File: src/rtl/sram_arbiter.sv
// sram_arbiter: shares one asynchronous SRAM between two bus masters.
//
// Port 0 (Z80 CPU) and port 1 (DMA/loader) issue level requests (i_pN_cs held
// until o_pN_ack). The winner's address, direction and write data are latched
// in IDLE. The access then runs SETUP -> ACCESS (WAIT_STATES+1 cycles) ->
// HOLD -> ACK. Address is set up one cycle before the strobe, and write data is
// held one cycle after it. All outputs are registered.
//
// Ports:
//   i_clk, i_reset_n           clock, synchronous active-low reset
//   i_pN_cs/we/addr/dat        master N request, direction, address, write data
//   o_pN_dat, o_pN_ack         master N read data, one-cycle done pulse
//   o_sram_addr/dat            SRAM address and write data
//   i_sram_dat                 SRAM read data
//   o_sram_dat_oe              1 = controller drives the SRAM data bus
//   o_sram_cs_n/oe_n/we_n      SRAM strobes, active-low
//   o_busy                     1 whenever the sequencer is not idle
//
// Build option: define SRAM_ARB_ROUND_ROBIN_EN to hand simultaneous requests to
// the port that was not served last. The default build uses fixed priority,
// where port 0 wins.
module sram_arbiter #(
  parameter int unsigned ADDR_W      = 16,
  parameter int unsigned DATA_W      = 8,
  parameter int unsigned WAIT_STATES = 1
) (
  input  logic              i_clk,
  input  logic              i_reset_n,
  input  logic              i_p0_cs,
  input  logic              i_p0_we,
  input  logic [ADDR_W-1:0] i_p0_addr,
  input  logic [DATA_W-1:0] i_p0_dat,
  output logic [DATA_W-1:0] o_p0_dat,
  output logic              o_p0_ack,
  input  logic              i_p1_cs,
  input  logic              i_p1_we,
  input  logic [ADDR_W-1:0] i_p1_addr,
  input  logic [DATA_W-1:0] i_p1_dat,
  output logic [DATA_W-1:0] o_p1_dat,
  output logic              o_p1_ack,
  output logic [ADDR_W-1:0] o_sram_addr,
  output logic [DATA_W-1:0] o_sram_dat,
  input  logic [DATA_W-1:0] i_sram_dat,
  output logic              o_sram_dat_oe,
  output logic              o_sram_cs_n,
  output logic              o_sram_oe_n,
  output logic              o_sram_we_n,
  output logic              o_busy
);

  localparam logic [3:0] WaitInit = 4'(WAIT_STATES);

  typedef enum logic [2:0] {StIdle, StSetup, StAccess, StHold, StAck} state_e;

  state_e     state_q;
  logic [3:0] wait_q;
  logic       grant_q;  // 0 = port 0, 1 = port 1; frozen outside IDLE
  logic       we_q;
  logic       last_q;   // last-served port
  logic       grant;

  // The default value of grant only matters when nobody is requesting. It then
  // has no effect.
  always_comb begin
    grant = last_q;
    if (i_p0_cs && i_p1_cs) begin
`ifdef SRAM_ARB_ROUND_ROBIN_EN
      grant = ~last_q;
`else
      grant = 1'b0;
`endif
    end else if (i_p0_cs) begin
      grant = 1'b0;
    end else if (i_p1_cs) begin
      grant = 1'b1;
    end
  end

  always_ff @(posedge i_clk) begin
    if (!i_reset_n) begin
      state_q       <= StIdle;
      wait_q        <= '0;
      grant_q       <= 1'b0;
      we_q          <= 1'b0;
      last_q        <= 1'b1;
      o_sram_cs_n   <= 1'b1;
      o_sram_oe_n   <= 1'b1;
      o_sram_we_n   <= 1'b1;
      o_sram_dat_oe <= 1'b0;
      o_sram_addr   <= '0;
      o_sram_dat    <= '0;
      o_p0_dat      <= '0;
      o_p1_dat      <= '0;
      o_p0_ack      <= 1'b0;
      o_p1_ack      <= 1'b0;
      o_busy        <= 1'b0;
    end else begin
      unique case (state_q)
        StIdle: begin
          if (i_p0_cs || i_p1_cs) begin
            state_q       <= StSetup;
            o_busy        <= 1'b1;
            grant_q       <= grant;
            we_q          <= grant ? i_p1_we : i_p0_we;
            o_sram_addr   <= grant ? i_p1_addr : i_p0_addr;
            o_sram_dat    <= grant ? i_p1_dat : i_p0_dat;
            o_sram_cs_n   <= 1'b0;
            // Writes drive the bus from SETUP so the data settles before we_n falls.
            o_sram_dat_oe <= grant ? i_p1_we : i_p0_we;
          end
        end
        StSetup: begin
          state_q     <= StAccess;
          wait_q      <= WaitInit;
          o_sram_oe_n <= we_q;
          o_sram_we_n <= ~we_q;
        end
        StAccess: begin
          if (wait_q == 4'd0) begin
            state_q     <= StHold;
            o_sram_oe_n <= 1'b1;
            o_sram_we_n <= 1'b1;
            if (!we_q) begin
              if (grant_q) o_p1_dat <= i_sram_dat;
              else         o_p0_dat <= i_sram_dat;
            end
          end else begin
            wait_q <= wait_q - 4'd1;
          end
        end
        StHold: begin
          state_q       <= StAck;
          o_sram_cs_n   <= 1'b1;
          o_sram_dat_oe <= 1'b0;
          o_p0_ack      <= ~grant_q;
          o_p1_ack      <= grant_q;
          last_q        <= grant_q;
        end
        StAck: begin
          state_q  <= StIdle;
          o_p0_ack <= 1'b0;
          o_p1_ack <= 1'b0;
          o_busy   <= 1'b0;
        end
        default: begin
          state_q <= StIdle;
        end
      endcase
    end
  end

endmodule

File: config.mk
export PLATFORM = sky130hd
export DESIGN_NAME = sram_arbiter
export DESIGN_NICKNAME = d
export VERILOG_FILES = /design/src/rtl/sram_arbiter.sv
export SDC_FILE = /design/constraint.sdc
export NUM_CORES = 1
export LEC_CHECK = 0
export ABC_AREA = 1
export CAP_MARGIN = 20
export CORE_UTILIZATION = 41
export CTS_CLUSTER_DIAMETER = 80
export DETAILED_ROUTE_END_ITERATION = 8
export GPL_TIMING_DRIVEN = 0
export PLACE_DENSITY = 0.8
export SYNTH_ARGS = -nofsm -noshare
export SYNTH_HDL_FRONTEND = slang
export SYNTH_SLANG_ARGS = --single-unit
File: constraint.sdc
create_clock -name i_clk -period 1.8 [get_ports i_clk]
set_input_delay 0.36 -clock i_clk [delete_from_list [all_inputs] [get_ports i_clk]]
set_output_delay 0.36 -clock i_clk [all_outputs]
set_load 0.02 [all_outputs]
==> results of run 1 <==
[layout make-up]
cell class	instances	area, um^2	share of cell area, %
sequential	57	1140	30.8
timing repair buffer	108	1080	29.2
inverter	12	45.0	1.22
buffer	14	78.8	2.13
clock inverter	7	85.1	2.30
multi-input combinational	225	1060	28.6
clock buffer	9	124	3.34
tap	72	90.1	2.43
[layout by cell type (no fill, tap or decap), drive strengths merged]
cell / Yosys / routed
clkdlybuf4s50: 0 / 108
nand2: 80 / 80
a21oi: 72 / 72
dfxtp: 57 / 57
o21ai: 27 / 27
nand3: 21 / 21
nor2: 18 / 18
clkbuf: 5 / 14
inv: 11 / 11
buf: 9 / 9
clkinv: 1 / 6
nor3: 2 / 2
ha: 2 / 2
bufinv: 0 / 2
o21bai: 1 / 1
nand3b: 1 / 1
or2: 1 / 1
[stage by stage]
stage	utilization (%)	worst slack (ps)	power [mW]	hold slack, ps
after floorplan	-	541	2.23	467
after global placement	63.9	50.0	2.76	446
after detailed placement	63.9	8.79	2.78	452
after CTS	67.7	112	4.08	462
after global routing	67.7	86.8	4.27	480
final	67.7	118	4.06	461
[where the power goes]
part	leakage (nW)	switching, mW	internal (mW)
Clock	0.113	0.527	0.767
Combinational	0.857	0.664	0.560
Sequential	0.468	0.103	1.44
Total	1.44	1.29	2.76
[sequential cells by signal (all words and copies together), names as in the netlist, 3 cells and up]
name	count
o_p1_dat	8
wait_q	4
o_sram_addr	16
o_sram_dat	8
state_q	3
o_p0_dat	8
[cell families after synthesis]
family                     after synthesis  share of synthesized area, %
adders and majority gates                2                          1.08
AOI/OAI and AO/OA                      100                          21.8
buffers and inverters                   26                          5.32
DFF                                     57                          49.1
and+or+nand+nor                        123                          22.8
[worst paths after layout]
check | startpoint | to
worst min register to register | o_p1_dat[5] | o_p1_dat[5]
worst min-delay path | o_p1_dat[5] | o_p1_dat[5]
worst max register to register | wait_q[0] | o_p0_dat[0]
worst max-delay path | o_sram_dat[1] | o_sram_dat[1]
[metal layers]
| metal | share of wire (%) | GRT usage, % | vias to the layer above |
|---|---|---|---|
| li1 | - | - | 1272 |
| met1 | 40 | 25.3 | 1168 |
| met2 | 47 | 39.2 | 110 |
| met5 | 0 | 0 | - |
| met4 | 1.9 | 12.1 | 0 |
| met3 | 11 | 10.2 | 10 |
==> run_results.csv, run 1 <==
group,metric,value,unit
final_layout,antennaDiodeCount,0,
global_route,grt_max_degree,11,
worst_hold_path,hold_path_depth,2,
timing,finalHoldViolations,0,
setup_path,critPathKind,"flop to output port",
clock_tree,postCtsHoldBufs,0,
route,avgRoutedWirePerCell,13.0,um
route,routed_wl,6570,um
route,drtPass1Iterations,4,
timing,min_period,1680,ps
setup_path,arrival,1320,ps
logic_synthesis,ys.flop_type,"dfxtp_1",
setup_path,path_max_fanout,2,
logic_synthesis,synth.largest_area_cell,"dfxtp_1",
global_route,grt_pass1_wl,11100,um
final_layout,fin_cells,504,
timing,tns,0,ps
global_route,globalRoute.totalOverflow,0,
die,initial_core_util,42.5,%
timing,clock.fmax,594,MHz
logic_synthesis,syn-cell-area,2330,um^2
logic_synthesis,ys_top_cells_by_count,"nand2_1 (79), a21oi_1 (72), dfxtp_1 (57)",
run,cap_violations,0,
die,die_area,5980,um^2
logic_synthesis,synth_area_leaders,"dfxtp_1 (49%), a21oi_1 (15%), nand2_1 (13%)",
logic_synthesis,avgSynthCellArea,7.55,um^2
final_layout,syn_to_final_growth,59.3,%
placement,post-dp-hpwl,4890,um
placement,portBuffers,108,
setup_path,cp.required,1440,ps
logic_synthesis,ys_types,23,
die,coreArea,5470,um^2
power_and_ir_drop,ir_drop,0.605,mV
final_layout,nets,491,
die,num_io_pins,109,
clock_tree,cts_tree,"done",
final_layout,final_layout_size_suffix_gt1_share,8.33,%
setup_path,path_buf_inv,1,
logic_synthesis,syn_nets,372,
setup_path,worst_setup_path_end_kind,"output port",
timing,fin_crit_sh,93.5,%
setup_path,max_stage_delay,650,ps
setup_path,crit_cells,1,
logic_synthesis,synth-warning-count,0,
timing,skew,8.41,ps
timing,drv_slew,0,
die,dieWidth,77.3,um
setup_path,crit_path_start_kind,"flop",
timing,setup_viol,0,
placement,place_area,3500,um^2
global_route,antenna_found_initial,0,
clock_tree,h-tree-depth,3,
route,ant_nets,0,
timing,rsz0062_at_grt,"false",
setup_path,cp_top_family,"buffers and inverters",
power_and_ir_drop,powerDensity,1090,nW/um^2
placement,routabilityCongestion,0.805,
timing,tightest_slew,525,ps
global_route,grt_pass1_vias,2534,
clock_tree,clk_latency,330,ps
clock_tree,cts.clk_slew.worst_paths,70,ps
final_layout,final_cell_area,3710,um^2
die,die_h,77.3,um
timing,slew_headroom,64.9,%
setup_path,r2r_slack,360,ps
logic_synthesis,ys_seq_area_share,49.1,%
clock_tree,cts_buffers,9,
route,route.detailed.drc,0,
logic_synthesis,synthArstFlopShare,0,%
logic_synthesis,yosysMostFrequentCell,"nand2_1",
run_status,status,"completed",
worst_hold_path,hold_class,"flop to flop",
global_route,grt_usage,23.6,%
route,vias_per_cell,5.08,
placement,placed_cells,488,
die,rows,27,
clock_tree,cts-resized-gates,0,
final_layout,n_fill_cell,474,
clock_tree,post_cts_buffers,0,
route,num_vias,2560,
power_and_ir_drop,power.leakage,1.44,nW
setup_path,rr_worst_depth,7,
logic_synthesis,yosysTopAreaCellShare,49.1,%
clock_tree,cts_num_sinks,57,
logic_synthesis,synth_edf_count,0,
clock_tree,clock_path_buffers,2,
setup_path,cp_slowest_cell,"clkdlybuf4s50_1",
logic_synthesis,syn_inst,308,
setup_path,crit_chain,"clkdlybuf4s50_1",
route,drt_iter0_markers,99,
clock_tree,cts_root_buffer,"clkbuf_8",
logic_synthesis,ys_ff_latch,57,
No activity file was read; power rests on OpenSTA's default activity.
==> run 2, diff against run 1 <==
--- a/config.mk
+++ b/config.mk
@@ -7,6 +7,7 @@
 export LEC_CHECK = 0
 export ABC_AREA = 1
 export CAP_MARGIN = 20
+export CORE_MARGIN = 4
 export CORE_UTILIZATION = 41
 export CTS_CLUSTER_DIAMETER = 80
 export DETAILED_ROUTE_END_ITERATION = 8
==> constraint.sdc (replaced) <==
create_clock -name i_clk -period 1.6 [get_ports i_clk]
set_input_delay 0.32 -clock i_clk [delete_from_list [all_inputs] [get_ports i_clk]]
set_output_delay 0.32 -clock i_clk [all_outputs]
set_load 0.02 [all_outputs]
==> run_results.csv, run 2 (synthesized netlist as in run 1, its figures left out) <==
group,metric,value,unit
run_status,status,"completed",
final_layout,largest_reg_flops,16,
placement,portBuffers,108,
route,num_vias,2548,
route,route.detailed.drc,0,
setup_path,crit_path_start_kind,"input port",
setup_path,cp.required,1850,ps
final_layout,fin_cells,503,
timing,whs,453,ps
route,drt_iter0_markers,112,
timing,rsz0062_at_grt,"false",
die,coreArea,5510,um^2
clock_tree,cts_num_sinks,57,
final_layout,top_register,"o_sram_addr",
route,avgRoutedWirePerCell,13.9,um
placement,post-dp-hpwl,5320,um
timing,setup_viol,0,
final_layout,antennaDiodeCount,0,
final_layout,nets,491,
route,vias_per_cell,5.07,
route,drtPass1Iterations,4,
timing,slew_headroom,63.2,%
worst_hold_path,hold_class,"flop to flop",
final_layout,final_layout_size_suffix_gt1_share,8.12,%
clock_tree,clk_latency,330,ps
power_and_ir_drop,powerDensity,1210,nW/um^2
die,initial_core_util,42.2,%
clock_tree,h-tree-depth,3,
timing,tightest_slew,550,ps
route,routed_wl,7000,um
setup_path,crit_chain,"clkdlybuf4s50_1 > nor2_1 > nor2_2 > buf_2 > nand2_1 > a21oi_1",
die,dieWidth,83.3,um
global_route,globalRoute.totalOverflow,0,
route,ant_nets,0,
clock_tree,cts_buffers,9,
setup_path,critPathKind,"input port to flop",
final_layout,final_cell_area,3680,um^2
timing,clock.fmax,691,MHz
setup_path,max_stage_delay,530,ps
setup_path,arrival,1700,ps
run,cap_violations,0,
global_route,grt_pass1_wl,11500,um
global_route,antenna_found_initial,0,
power_and_ir_drop,power.leakage,1.67,nW
clock_tree,post_cts_buffers,0,
timing,fin_crit_sh,90.4,%
timing,skew,6.12,ps
global_route,grt_max_degree,11,
setup_path,worst_setup_path_end_kind,"flop",
final_layout,final_common_cell,"nand2_1",
timing,finalHoldViolations,0,
clock_tree,clock_path_buffers,2,
clock_tree,cts.clk_slew.worst_paths,60,ps
clock_tree,cts-resized-gates,42,
die,num_io_pins,109,
setup_path,cp_slowest_cell,"clkdlybuf4s50_1",
power_and_ir_drop,ir_drop,0.887,mV
final_layout,final_cell_mix,"nand2_1 (79), a21oi_1 (72), clkdlybuf4s50_1 (61)",
global_route,grt_pass1_vias,2548,
setup_path,path_buf_inv,2,
placement,routabilityCongestion,0.800,
setup_path,path_max_fanout,10,
global_route,grt_usage,20.6,%
power_and_ir_drop,finalPower,4.44,mW
setup_path,cp_top_family,"buffers and inverters",
die,rows,27,
die,die_area,6940,um^2
clock_tree,postCtsHoldBufs,0,
die,die_h,83.3,um
timing,min_period,1450,ps
final_layout,syn_to_final_growth,58.0,%
placement,place_area,3500,um^2
placement,placed_cells,488,
clock_tree,cts_root_buffer,"clkbuf_8",
timing,drv_slew,0,
clock_tree,cts_tree,"done",
run 2: changes by cell type in the layout (fill, tap and decap cells not counted), sizes merged:
cell and change:
bufinv -1, clkbuf +4, clkdlybuf4s50 -47, clkinv -4
dlygate4sd2 +42, dlymetal6s2s +5
run 2: final timing paths:
| path | endpoint | slack (ps) | cells past startpoint | start |
|---|---|---|---|---|
| worst max-delay path | o_sram_addr[0] | 150 | 6 | i_p1_cs |
| worst min-delay path | o_sram_cs_n | 450 | 2 | o_sram_cs_n |
| worst max register to register | o_p0_dat[3] | 210 | 7 | wait_q[0] |
| worst min register to register | o_sram_cs_n | 450 | 2 | o_sram_cs_n |
run 2: metrics by stage:
stage / setup WS (ps) / setup TNS (ps) / utilization (%)
2_1_floorplan: 341 / 0 / -
3_3_place_gp: -146 / -3350 / 63.5
3_5_place_dp: -189 / -4570 / 63.5
4_1_cts: 0.0691 / 0 / 66.4
5_1_grt: 59.3 / 0 / 66.8
6_report: 153 / 0 / 66.8
run 2: area by class of cell:
class	instances	area [um^2]
multi-input combinational	225	1070
fill	495	1830
buffer	14	78.8
inverter	12	45.0
sequential	57	1140
clock buffer	13	179
clock inverter	2	35.0
timing repair buffer	108	1040
tap	72	90.1
run 2: layer usage:
layer  wire length (um)  track usage [%]  vias up
met1               2820             21.9     1153
met5                  0                0        -
met4                111             7.13        0
li1                   -                -     1279
met3                887             13.8        9
met2               3180             32.8      107
run 2: power by group:
part	total (mW)	switching, mW	leakage, nW	internal, mW
registers	1.73	0.113	0.468	1.62
logic	1.29	0.755	1.09	0.531
clock network	1.43	0.553	0.112	0.878
total	4.44	1.42	1.67	3.02
run 2: tightest hold or removal path: stages (launching register included):
cell,delay [ps]
dfxtp_1,320
nand2_1,50
nand3_1,50
==> run 3, diff against run 2 <==
==> config.mk (replaced) <==
export PLATFORM = sky130hd
export DESIGN_NAME = sram_arbiter
export DESIGN_NICKNAME = d
export VERILOG_FILES = /design/src/rtl/sram_arbiter.sv
export SDC_FILE = /design/constraint.sdc
export NUM_CORES = 1
export LEC_CHECK = 0
export ABC_AREA = 0
export CAP_MARGIN = 20
export CORE_MARGIN = 4
export CORE_UTILIZATION = 42
export CTS_CLUSTER_DIAMETER = 80
export CTS_CLUSTER_SIZE = 8
export DETAILED_ROUTE_END_ITERATION = 8
export GPL_TIMING_DRIVEN = 0
export HOLD_SLACK_MARGIN = 0.05
export PLACE_DENSITY = 0.79
export SYNTH_ARGS = -nofsm -noshare
export SYNTH_HDL_FRONTEND = slang
export SYNTH_SLANG_ARGS = --single-unit
==> run_results.csv, run 3 <==
group,metric,value,unit
logic_synthesis,synth-warning-count,0,
setup_path,path_max_fanout,6,
global_route,grt_max_degree,16,
clock_tree,clk_latency,300,ps
timing,min_period,1560,ps
timing,tightest_slew,531,ps
clock_tree,cts_buffers,5,
clock_tree,cts_root_buffer,"clkbuf_8",
final_layout,multi_input_area,1390,um^2
global_route,grt_pass1_vias,2567,
setup_path,cp_slowest_cell,"dfxtp_2",
final_layout,nets,462,
final_layout,antennaDiodeCount,0,
final_layout,fin_cells,473,
logic_synthesis,ys.flop_type,"dfxtp_1",
timing,slew_headroom,64.6,%
die,die_area,7470,um^2
placement,dpl_worst_slack,-355,ps
global_route,globalRoute.totalOverflow,0,
die,initial_core_util,43.4,%
logic_synthesis,syn-cell-area,2580,um^2
placement,portBuffers,106,
power_and_ir_drop,p_sw,1.20,mW
route,num_vias,2486,
power_and_ir_drop,powerDensity,944,nW/um^2
clock_tree,clock_path_buffers,2,
final_layout,final_layout_size_suffix_gt1_share,9.55,%
timing,drv_slew,0,
global_route,top_usage_layer,"met2",
route,routed_wl,7540,um
die,coreArea,5960,um^2
logic_synthesis,ys_top_cells_by_count,"dfxtp_1 (56), o21ai_0 (32), nor2b_1 (27), nor3b_1 (27), o211a_1 (27)",
logic_synthesis,synth_area_leaders,"dfxtp_1 (43%), o211a_1 (10%), nor3b_1 (7.8%)",
logic_synthesis,avgSynthCellArea,9.19,um^2
route,drt_iter0_markers,85,
placement,routabilityCongestion,0.827,
route,vias_per_cell,5.26,
final_layout,final_common_cell,"clkdlybuf4s50_1",
final_layout,syn_to_final_growth,56.0,%
logic_synthesis,ys_types,35,
timing,setup_viol,0,
route,avgRoutedWirePerCell,15.9,um
power_and_ir_drop,p_clk_share,21.4,%
setup_path,crit_path_start_kind,"flop",
final_layout,final_core_util,67.7,%
global_route,grtUsageMet3,5.80,%
timing,skew,5.06,ps
power_and_ir_drop,p_int,2.61,mW
die,dieWidth,86.4,um
timing,whs,450,ps
timing,fin_crit_sh,97.8,%
route,ant_nets,0,
global_route,grt_pass1_wl,11900,um
placement,post-dp-hpwl,5550,um
run,cap_violations,0,
setup_path,worst_setup_path_end_kind,"flop",
final_layout,n_fill_cell,531,
logic_synthesis,syn_inst,281,
global_route,grt_usage,19.8,%
power_and_ir_drop,power.leakage,2.22,nW
die,num_io_pins,109,
setup_path,max_stage_delay,350,ps
logic_synthesis,ys_ff_latch,56,
global_route,grt_use_met2,35.5,%
setup_path,crit_chain,"inv_1 > ha_1 > nor3b_4 > buf_6 > buf_4 > or3_4 > a21oi_2",
final_layout,top_register,"o_sram_addr",
setup_path,critPathKind,"flop to flop",
setup_path,cp.required,1840,ps
logic_synthesis,synth.largest_area_cell,"dfxtp_1",
timing,rsz0062_at_grt,"true",
logic_synthesis,synthArstFlopShare,0,%
logic_synthesis,syn_nets,345,
power_and_ir_drop,ir_drop,0.479,mV
clock_tree,h-tree-depth,2,
logic_synthesis,synth_edf_count,0,
final_layout,largest_reg_flops,16,
die,die_h,86.4,um
timing,finalHoldViolations,0,
timing,tns,0,ps
clock_tree,cts.clk_slew.worst_paths,90,ps
global_route,antenna_found_initial,0,
die,rows,28,
placement,placed_cells,462,
global_route,grtUsageMet1,22.0,%
timing,setup_ws,35.4,ps
power_and_ir_drop,sequentialPowerShare,44.0,%
logic_synthesis,yosysMostFrequentCell,"dfxtp_1",
timing,clock.fmax,639,MHz
final_layout,seq_area,1130,um^2
logic_synthesis,ys_seq_area_share,43.4,%
power_and_ir_drop,p_comb_share,34.5,%
route,drtPass1Iterations,4,
final_layout,final_cell_mix,"clkdlybuf4s50_1 (59), dfxtp_1 (52), dlymetal6s2s_1 (34)",
worst_hold_path,hold_class,"input port to flop",
logic_synthesis,yosysTopAreaCellShare,43.4,%
route,route.detailed.drc,0,
power_and_ir_drop,swShare,31.5,%
clock_tree,cts_tree,"done",
setup_path,arrival,1800,ps
run_status,status,"completed",
clock_tree,cts_num_sinks,56,
run 3: cells by family (layout without fill, tap and decap cells):
family | Yosys count | in the layout | share of synthesized area (%)
DFF | 56 | 56 | 43.4
AOI/OAI and AO/OA | 76 | 76 | 21.2
muxes | 16 | 16 | 6.20
adders and majority gates | 2 | 2 | 0.968
buffers and inverters | 30 | 147 | 4.84
and+or+nand+nor | 101 | 101 | 23.4
run 3: per-stage QoR:
stage	power (mW)	area [um^2]
2_1_floorplan	2.37	2590
3_3_place_gp	2.95	3740
3_5_place_dp	2.97	3740
4_1_cts	3.81	3870
5_1_grt	4.01	4030
6_report	3.81	4030
run 3: power groups by stage:
stage / clock [mW] / combinational (mW) / sequential, mW
detailed placement: 0 / 1.27 / 1.70
floorplan: 0 / 0.508 / 1.87
CTS: 0.844 / 1.29 / 1.67
global route: 0.897 / 1.42 / 1.70
global placement: 0 / 1.25 / 1.69
finish: 0.815 / 1.31 / 1.68
run 3: critical path: cells and delay by family, from the launching register on:
family / cells / cell delay (ps)
simple gates: 2 / 480
fa+ha+maj: 1 / 170
compound gates: 1 / 150
buf+inv: 3 / 350
flops: 1 / 350
run 3: final timing paths:
path / startpoint / to / slack, ps / cells after the start
worst min register to register: o_p0_dat[5] / o_p0_dat[5] / 460 / 2
worst max register to register: wait_q[1] / wait_q[1] / 40 / 7
worst max-delay path: wait_q[1] / wait_q[1] / 40 / 7
worst min-delay path: i_reset_n / wait_q[1] / 450 / 3
run 3: per-layer routing:
metal | wire length, um | vias to the layer above
li1 | - | 1230
met1 | 3100 | 1177
met2 | 3850 | 74
met3 | 530 | 5
met4 | 64 | 0
met5 | 0 | -
run 3: area by class of cell:
| class | count | area share [%] |
|---|---|---|
| Sequential cell | 56 | 28.1 |
| Multi-Input combinational cell | 195 | 34.6 |
| Buffer | 23 | 2.86 |
| Inverter | 4 | 0.373 |
| Clock buffer | 7 | 2.39 |
| Timing Repair Buffer | 113 | 29.4 |
| Tap cell | 75 | 2.33 |
run 3: repair_timing:
item,4_1_cts,5_1_grt
buffers inserted,6,1
endpoints found under the setup margin,52,75
pin swaps,2,1
resized for setup,20,56
hold buffers,0,0
